### config.mk
export PLATFORM = sky130hd
export DESIGN_NAME = exe_muldiv_iter
export DESIGN_NICKNAME = d
export VERILOG_FILES = /design/src/rtl/exe_muldiv_iter.sv
export SDC_FILE = /design/constraint.sdc
export NUM_CORES = 1
export LEC_CHECK = 0
export CAP_MARGIN = 20
export CORE_MARGIN = 5
export CORE_UTILIZATION = 30
export DETAILED_ROUTE_END_ITERATION = 12
export PLACE_DENSITY = 0.57
export SYNTH_ARGS = -nofsm -noshare
export SYNTH_HDL_FRONTEND = slang
export SYNTH_SLANG_ARGS = --single-unit
### constraint.sdc
create_clock -name clk -period 6.1 [get_ports clk]
set_input_delay 1.22 -clock clk [delete_from_list [all_inputs] [get_ports clk]]
set_output_delay 1.22 -clock clk [all_outputs]
set_load 0.005 [all_outputs]
### src/rtl/exe_muldiv_iter.sv
// Iterative RV32M/RV64M multiply/divide unit for the execute stage.
// Shift-add multiply and restoring divide, BITS_PER_CYCLE bits per CALC cycle.
module exe_muldiv_iter #(
    parameter int XLEN           = 32,
    parameter int BITS_PER_CYCLE = 1
) (
    input  logic            clk,
    input  logic            rst,
    input  logic            in_valid_i,
    output logic            in_ready_o,
    input  logic [2:0]      funct3_i,
    input  logic [XLEN-1:0] rs1_i,
    input  logic [XLEN-1:0] rs2_i,
    input  logic [4:0]      tag_i,
    input  logic            kill_i,
    output logic            out_valid_o,
    input  logic            out_ready_i,
    output logic [XLEN-1:0] result_o,
    output logic [4:0]      tag_o,
    output logic            busy_o
);

    localparam int N  = XLEN / BITS_PER_CYCLE;
    localparam int CW = (N > 1) ? $clog2(N) : 1;
    localparam logic [CW-1:0]   LAST    = CW'(N - 1);
    localparam logic [XLEN-1:0] MIN_NEG = {1'b1, {(XLEN-1){1'b0}}};

    typedef enum logic [1:0] {
        IDLE,
        CALC,
        DONE
    } state_t;

    state_t            state;
    logic [CW-1:0]     cnt;
    logic [2:0]        op;
    logic              neg_q;
    logic              neg_r;
    logic [2*XLEN-1:0] prod;
    logic [2*XLEN-1:0] mcand;
    logic [XLEN-1:0]   mplier;
    logic [XLEN-1:0]   rem;
    logic [XLEN-1:0]   quo;
    logic [XLEN-1:0]   dvsr;

    logic              sgn1;
    logic              sgn2;
    logic              s1;
    logic              s2;
    logic              is_div;
    logic              div0;
    logic              ovf;
    logic [XLEN-1:0]   mag1;
    logic [XLEN-1:0]   mag2;
    logic [XLEN-1:0]   special;

    logic [2*XLEN-1:0] mul_prod;
    logic [2*XLEN-1:0] mul_mc;
    logic [XLEN-1:0]   mul_mp;
    logic [XLEN-1:0]   div_rem;
    logic [XLEN-1:0]   div_quo;
    logic [XLEN:0]     trial;
    logic              ge;
    logic [2*XLEN-1:0] p_fix;
    logic [XLEN-1:0]   q_fix;
    logic [XLEN-1:0]   r_fix;
    logic [XLEN-1:0]   fin_res;

    assign in_ready_o  = (state == IDLE);
    assign out_valid_o = (state == DONE);
    assign busy_o      = (state != IDLE);

    // Request decode: operands become magnitudes, signs fixed up at the end.
    always_comb begin
        sgn1 = 1'b0;
        sgn2 = 1'b0;
        unique case (funct3_i)
            3'd1, 3'd4, 3'd6: begin
                sgn1 = 1'b1;
                sgn2 = 1'b1;
            end
            3'd2:    sgn1 = 1'b1;
            default: ;
        endcase
        s1      = sgn1 & rs1_i[XLEN-1];
        s2      = sgn2 & rs2_i[XLEN-1];
        mag1    = s1 ? -rs1_i : rs1_i;
        mag2    = s2 ? -rs2_i : rs2_i;
        is_div  = funct3_i[2];
        div0    = is_div && (rs2_i == '0);
        ovf     = is_div && !funct3_i[0]
                  && (rs1_i == MIN_NEG) && (rs2_i == '1);
        special = '0;
        if (div0)
            special = funct3_i[1] ? rs1_i : '1;
        else if (ovf)
            special = funct3_i[1] ? '0 : rs1_i;
    end

    always_comb begin
        mul_prod = prod;
        mul_mc   = mcand;
        mul_mp   = mplier;
        div_rem  = rem;
        div_quo  = quo;
        trial    = '0;
        ge       = 1'b0;
        for (int i = 0; i < BITS_PER_CYCLE; i++) begin
            if (mul_mp[0])
                mul_prod = mul_prod + mul_mc;
            mul_mc = mul_mc << 1;
            mul_mp = mul_mp >> 1;

            trial = {div_rem, div_quo[XLEN-1]};
            ge    = (trial >= {1'b0, dvsr});
            if (ge)
                div_rem = trial[XLEN-1:0] - dvsr;
            else
                div_rem = trial[XLEN-1:0];
            div_quo = {div_quo[XLEN-2:0], ge};
        end
    end

    // Sign fix and result select for the final CALC step.
    always_comb begin
        p_fix   = neg_q ? -mul_prod : mul_prod;
        q_fix   = neg_q ? -div_quo : div_quo;
        r_fix   = neg_r ? -div_rem : div_rem;
        fin_res = '0;
        unique case (1'b1)
            (op == 3'd0):            fin_res = p_fix[XLEN-1:0];
            (!op[2] && op != 3'd0):  fin_res = p_fix[2*XLEN-1:XLEN];
            (op[2] && !op[1]):       fin_res = q_fix;
            (op[2] && op[1]):        fin_res = r_fix;
            default:                 fin_res = '0;
        endcase
    end

    always_ff @(posedge clk) begin
        if (rst) begin
            state    <= IDLE;
            cnt      <= '0;
            op       <= '0;
            neg_q    <= 1'b0;
            neg_r    <= 1'b0;
            prod     <= '0;
            mcand    <= '0;
            mplier   <= '0;
            rem      <= '0;
            quo      <= '0;
            dvsr     <= '0;
            result_o <= '0;
            tag_o    <= '0;
        end else if (kill_i) begin
            state <= IDLE;
        end else begin
            unique case (state)
                IDLE: begin
                    if (in_valid_i) begin
                        op     <= funct3_i;
                        tag_o  <= tag_i;
                        cnt    <= '0;
                        neg_q  <= s1 ^ s2;
                        neg_r  <= s1;
                        prod   <= '0;
                        mcand  <= {{XLEN{1'b0}}, mag1};
                        mplier <= mag2;
                        rem    <= '0;
                        quo    <= mag1;
                        dvsr   <= mag2;
                        if (div0 || ovf) begin
                            state    <= DONE;
                            result_o <= special;
                        end else begin
                            state <= CALC;
                        end
                    end
                end
                CALC: begin
                    prod   <= mul_prod;
                    mcand  <= mul_mc;
                    mplier <= mul_mp;
                    rem    <= div_rem;
                    quo    <= div_quo;
                    cnt    <= cnt + CW'(1);
                    if (cnt == LAST) begin
                        state    <= DONE;
                        result_o <= fin_res;
                    end
                end
                DONE: begin
                    if (out_ready_i)
                        state <= IDLE;
                end
                default: state <= IDLE;
            endcase
        end
    end

endmodule

== Word level (Yosys, flattened, before mapping) ==
Index checks and enable logic that the tools add are counted.
Word-level totals
  register bits: 305
  bits of input ports: 77
  output and inout bits: 40
  logic and storage cells: 98
Operators by class
  add/sub/neg operators: 8
  $lt $le $gt $ge: 1
  equality and inequality tests: 13
  mux-type cells: 35
  bitwise logic cells: 4
  reductions and logical operators: 24
Operators by type and width (number)
  two-way mux 32 bit: 15
  two-way mux 64 bit: 4
  case mux 32 bit (2 select lines): 4
  case mux 64 bit (2 select lines): 2
  negation 32 bit: 4
  case mux 32 bit (4 select lines): 1
  adder 64 bit: 1
  == test 32 bit (second input constant): 2
  negation 64 bit: 1
  >= comparator 33 x 32 -> 1 bit: 1
  zero test 32 bit: 1
  subtractor 32 bit: 1
  case mux 5 bit (2 select lines): 1
  AND reduction 3 bit: 3
  two-way mux 2 bit: 4
  logical AND 1 bit: 7
  == test 3 bit (second input constant): 2
  case mux 2 bit (3 select lines): 1
  adder 5 x 1 -> 5 bit (second input constant): 1
  == test 5 bit (second input constant): 1
  two-way mux 5 bit: 1
  AND reduction 5 bit: 1
  != test 2 x 1 -> 1 bit (second input constant): 2
  != test 2 bit (second input constant): 2
  other kinds (17): 22

== Longest topological paths before layout ==
  depth after elaboration: 9
  mapped depth: 25
  depth with buffers taken out: 20

== Least setup slack after synthesis ==
OpenSTA, ideal clock, no wires.
  path kind: reg-to-reg
  start: register dvsr[8]
  end: register result_o[24]
  setup time: 134 ps
  data arrival time: 5075 ps
  data required time: 5966 ps
  setup slack: 891 ps
  stages on the path, launching flop included: 26
  buffers on the path: 5
  period minus slack after synthesis: 5209 ps
  path through: dfxtp_1 -> inv_1 -> ha_1 -> clkbuf_1 -> nand3_1 -> nor4_1 -> a31oi_1 -> o211ai_1 -> or3_1 -> buf_2 -> buf_2 -> buf_1 -> buf_1 -> nand2_1 -> o21ai_0 -> ha_1 -> nand2_1 -> nor4bb_1 -> and4b_1 -> a21oi_1 -> nor3_1 -> nand4b_1 -> o21ai_0 -> xor2_1 -> a221oi_1 -> a211oi_1
On the way
  longest elaborated chain between the ends: 7
  elaborated cells between the ends (all ways): 10
  those cells by class: add/sub: 3; order compare: 1; mux: 6
RTL lines
  from (decl): RTL line 44  | logic [XLEN-1:0] dvsr;
  from (signal assigned): RTL line 170  | dvsr <= mag2;
  subtractor 32 bit / >= comparator 33 x 32 -> 1 bit (equally long branches): RTL line 117, 115
  two-way mux 32 bit: RTL line 116  | if (ge)
  negation 32 bit: RTL line 128  | r_fix = neg_r ? -div_rem : div_rem;
  two-way mux 32 bit: RTL line 128
  case mux 32 bit (4 select lines) (*): RTL line 130  | unique case (1'b1)
  two-way mux 32 bit (*): RTL line 186  | if (cnt == LAST) begin
  case mux 32 bit (2 select lines) (*): RTL line 157  | unique case (state)
  to (signal assigned): RTL line 173  | result_o <= special;
  to (signal assigned): RTL line 188  | result_o <= fin_res;
  to (decl): RTL line 18  | output logic [XLEN-1:0] result_o,
Every way passes the cells marked *; elsewhere a longest branch is shown, timed or not. The select of a mux whose other input is x is not followed.
A chain may end at the register's enable or synchronous reset.

== Worst setup path after layout ==
  start: register rem[9]
  end: register result_o[30]
On the way
  longest elaborated chain between the ends: 7
  elaborated cells between the ends (all ways): 10
  those cells by class: add/sub: 3; order compare: 1; mux: 6
RTL lines
  from (decl): RTL line 42  | logic [XLEN-1:0] rem;
  from (signal assigned): RTL line 183  | rem <= div_rem;
  subtractor 32 bit / >= comparator 33 x 32 -> 1 bit (equally long branches): RTL line 117, 115
  two-way mux 32 bit: RTL line 116
  negation 32 bit: RTL line 128
  two-way mux 32 bit: RTL line 128
  case mux 32 bit (4 select lines) (*): RTL line 130
  two-way mux 32 bit (*): RTL line 186
  case mux 32 bit (2 select lines) (*): RTL line 157
Marked as above.

==> flow_summary.ini <==
[outcome]
outcome = finished clean

[floorplanning]
die_w_um = 297
die_h_um = 297
core_um2 = 82000
fp.dieArea_um2 = 88400
pin_count = 117
start_util_pct = 30.2
rows = 105

[setup_path]
cp_max_fo = 13
max_stage_delay_ns = 0.65
crit_slowest_cell = or3_2
crit_type = register to register
required_ns = 6.58
path_buf_inv = 2
r2r-end = result_o[30]
rr_startpoint = rem[9]
startpoint = rem[9]
crit_path_start_kind = register
r2r_cells = 19
reg2reg_slack_ns = 0.51
path_cells = ha_1, a21o_1, a31oi_1, o211ai_1, or3_2, o21ai_0, buf_4, ha_1, nand2_1, nor4bb_1, and4b_1, a21oi_1, nor3_1, buf_4, nand4b_1, o41ai_1, xor2_1, a31oi_1, o211ai_1
endpoint_kind = register
worstPathArrival_ns = 6.07
cpLargestDelayFamily = compound AO/OA/AOI/OAI gates

[clock_network]
cts_buffers = 39
cts_tree = built
clockRootBuffer = clkbuf_16
clockBufferDepth = 3
post-cts-setup-buffers = 0
cts_resized = 0
insertion_delay_ns = 0.58
cts.sinks = 305
clkTransAtPathRegs_ns = 0.07
ctsHoldBuffers = 0
ctsHtreeMaxLevel = 2

[power_and_ir_drop]
switching_share_pct = 36.7
intPower_mw = 4.32
seq_power_share_pct = 31.7
clkPwrFrac_pct = 37.8
p_per_area_nw_per_um2 = 241
leakage_nw = 10.1
p_switching_mw = 2.50
comb_power_share_pct = 30.5
peakVddDrop_v = 0.000238

[synth]
synth.avg_cell_area_um2 = 7.14
synth.area.top_cells = dfxtp_1, nor2_1, a21oi_1
yosys_warnings = 0
synth_top_area_share_pct = 24.7
synth-seq-area-share_pct = 24.7
async_flop_share_pct = 0
ys_seq_elements = 305
synthesis.nets = 3648
synthCells = 3466
ys.flop_type = dfxtp_1
synthesis.area_um2 = 24800
synthDistinctLibCells = 106
synth-edff-count = 0
yosysTopAreaCell = dfxtp_1

[detailed_routing]
initialDrtViolationCount = 3092
routed_wl_um = 101000
ant_nets = 0
avgRoutedWirePerCell_um = 22.1
drt-vias-per-instance = 5.85
drc = 0
dr.pass1.iters = 7
vias = 26600

[placed_design]
gp_congestion = 0.961
place_area_um2 = 26800
hpwl_um = 75800
port_buffers = 116

[run]
maxCapViolations = 0

[sta]
period_minus_slack_ns = 5.59
maxSlewViolCount = 0
tightestPinTransition_ns = 1.05
fin_worst_skew_ns = 0.0271
final-hold-violation-count = 0
relSlewSlack_pct = 29.2
finalSetupViolCount = 0
timing.final.crit_share_pct = 91.7
rsz0062_at_grt = false
final.setup.tns_ns = 0
fmax_mhz = 179
hold_ws_ns = 0.452

[min_path]
hold_path.class = register to register
hold_path_depth = 2
min_to = tag_o[4]
hold_start = tag_o[4]

[final_layout]
area_growth_pct = 14.1
final_nets = 3627
final_common_cell = nor2_1
antenna_cells = 0
layout_common_cells = nor2_1, nand2_1, a21oi_1
drive_gt1_share_pct = 6.22
design_area_um2 = 28200

[global_routing]
grt_pass1_wl_um = 152000
grt_max_degree = 205
grt_usage_pct = 21.4
grt_pass1_vias = 23800
antenna_found_initial = 4
overflow = 0
[worst max path at each step]
stage               slack (ns)           end  depth (start not counted)
floorplan                 0.89  result_o[24]                         25
global placement          0.63   result_o[6]                         15
detailed placement        0.63   result_o[6]                         15
CTS                       0.63  result_o[30]                         19
global route              0.09  result_o[30]                         20
finish                    0.51  result_o[30]                         19
[cell usage after synthesis, drive strengths merged, types with 15 or more instances]
cell	instances
mux2i	47
o41ai	15
nor3	82
nand3	55
nand4	64
nor4	40
nor2b	20
a22oi	126
xnor2	121
dfxtp	305
o211ai	38
and3	17
clkbuf	172
o21ai	239
nand2	375
a221oi	26
xor2	81
or3	43
a31oi	39
ha	103
or4	15
nor2	493
o21a	37
buf	64
a211oi	85
or2	20
nand2b	24
a21o	26
inv	86
a21oi	356
o31ai	46
[layer usage]
| metal | vias up | share of wire, % | track usage [%] |
|---|---|---|---|
| met1 | 12700 | 46 | 31.3 |
| li1 | 12600 | - | - |
| met4 | 0 | 2.8 | 5.64 |
| met3 | 125 | 7.9 | 3.37 |
| met5 | - | 0 | 0 |
| met2 | 1093 | 43 | 32.8 |
[stage by stage]
stage / utilization (%) / power [mW] / worst slack [ns] / std cells
2_1_floorplan: - / 3.53 / 0.891 / 3466
3_3_place_gp: 32.7 / 4.23 / 0.633 / 4474
3_5_place_dp: 32.7 / 4.23 / 0.625 / 4474
4_1_cts: 34.5 / 6.82 / 0.627 / 4545
5_1_grt: 34.5 / 7.09 / 0.0941 / 4545
6_report: 34.5 / 6.82 / 0.508 / 4545
[power groups by stage]
stage	clock, mW	sequential [mW]	combinational (mW)
finish	2.58	2.16	2.08
global route	2.69	2.17	2.23
CTS	2.62	2.16	2.04
detailed placement	0	2.20	2.03
global placement	0	2.20	2.03
floorplan	0	2.16	1.37
[registers in the layout, summed over array words and instances, names as in the netlist, 2 cells and up]
signal	count
mcand	64
prod	64
rem	32
cnt	5
op	3
mplier	32
tag_o	5
state	2
quo	32
dvsr	32
result_o	32
[logic make-up after synthesis]
kind of cell | synth area share (%)
AND/OR/NAND/NOR | 24.5
AO/OA/AOI/OAI | 30.7
buffers and inverters | 5.24
flip-flops | 24.7
XOR/XNOR | 7.15
adder cells (fa/ha/maj) | 5.37
multiplexers | 2.40
[cell type report]
type                    count  area (um^2)
repair buffers            174         1650
inverters                  86          323
clock inverters            22          298
multi-input cells        2839        17400
fillers                  8861        53700
clock buffers              49         1110
well taps                1070         1340
flip-flops and latches    305         6110
[worst register-to-register path, cell delays in order, from the launching register on]
cell	delay, ns
dfxtp_1	0.37
ha_1	0.50
a21o_1	0.28
a31oi_1	0.29
o211ai_1	0.17
or3_2	0.65
o21ai_0	0.21
buf_4	0.15
ha_1	0.23
nand2_1	0.11
nor4bb_1	0.47
and4b_1	0.29
a21oi_1	0.15
nor3_1	0.22
buf_4	0.17
nand4b_1	0.22
o41ai_1	0.50
xor2_1	0.20
a31oi_1	0.13
o211ai_1	0.22
Note: power is estimated with default switching activity, not from simulation.
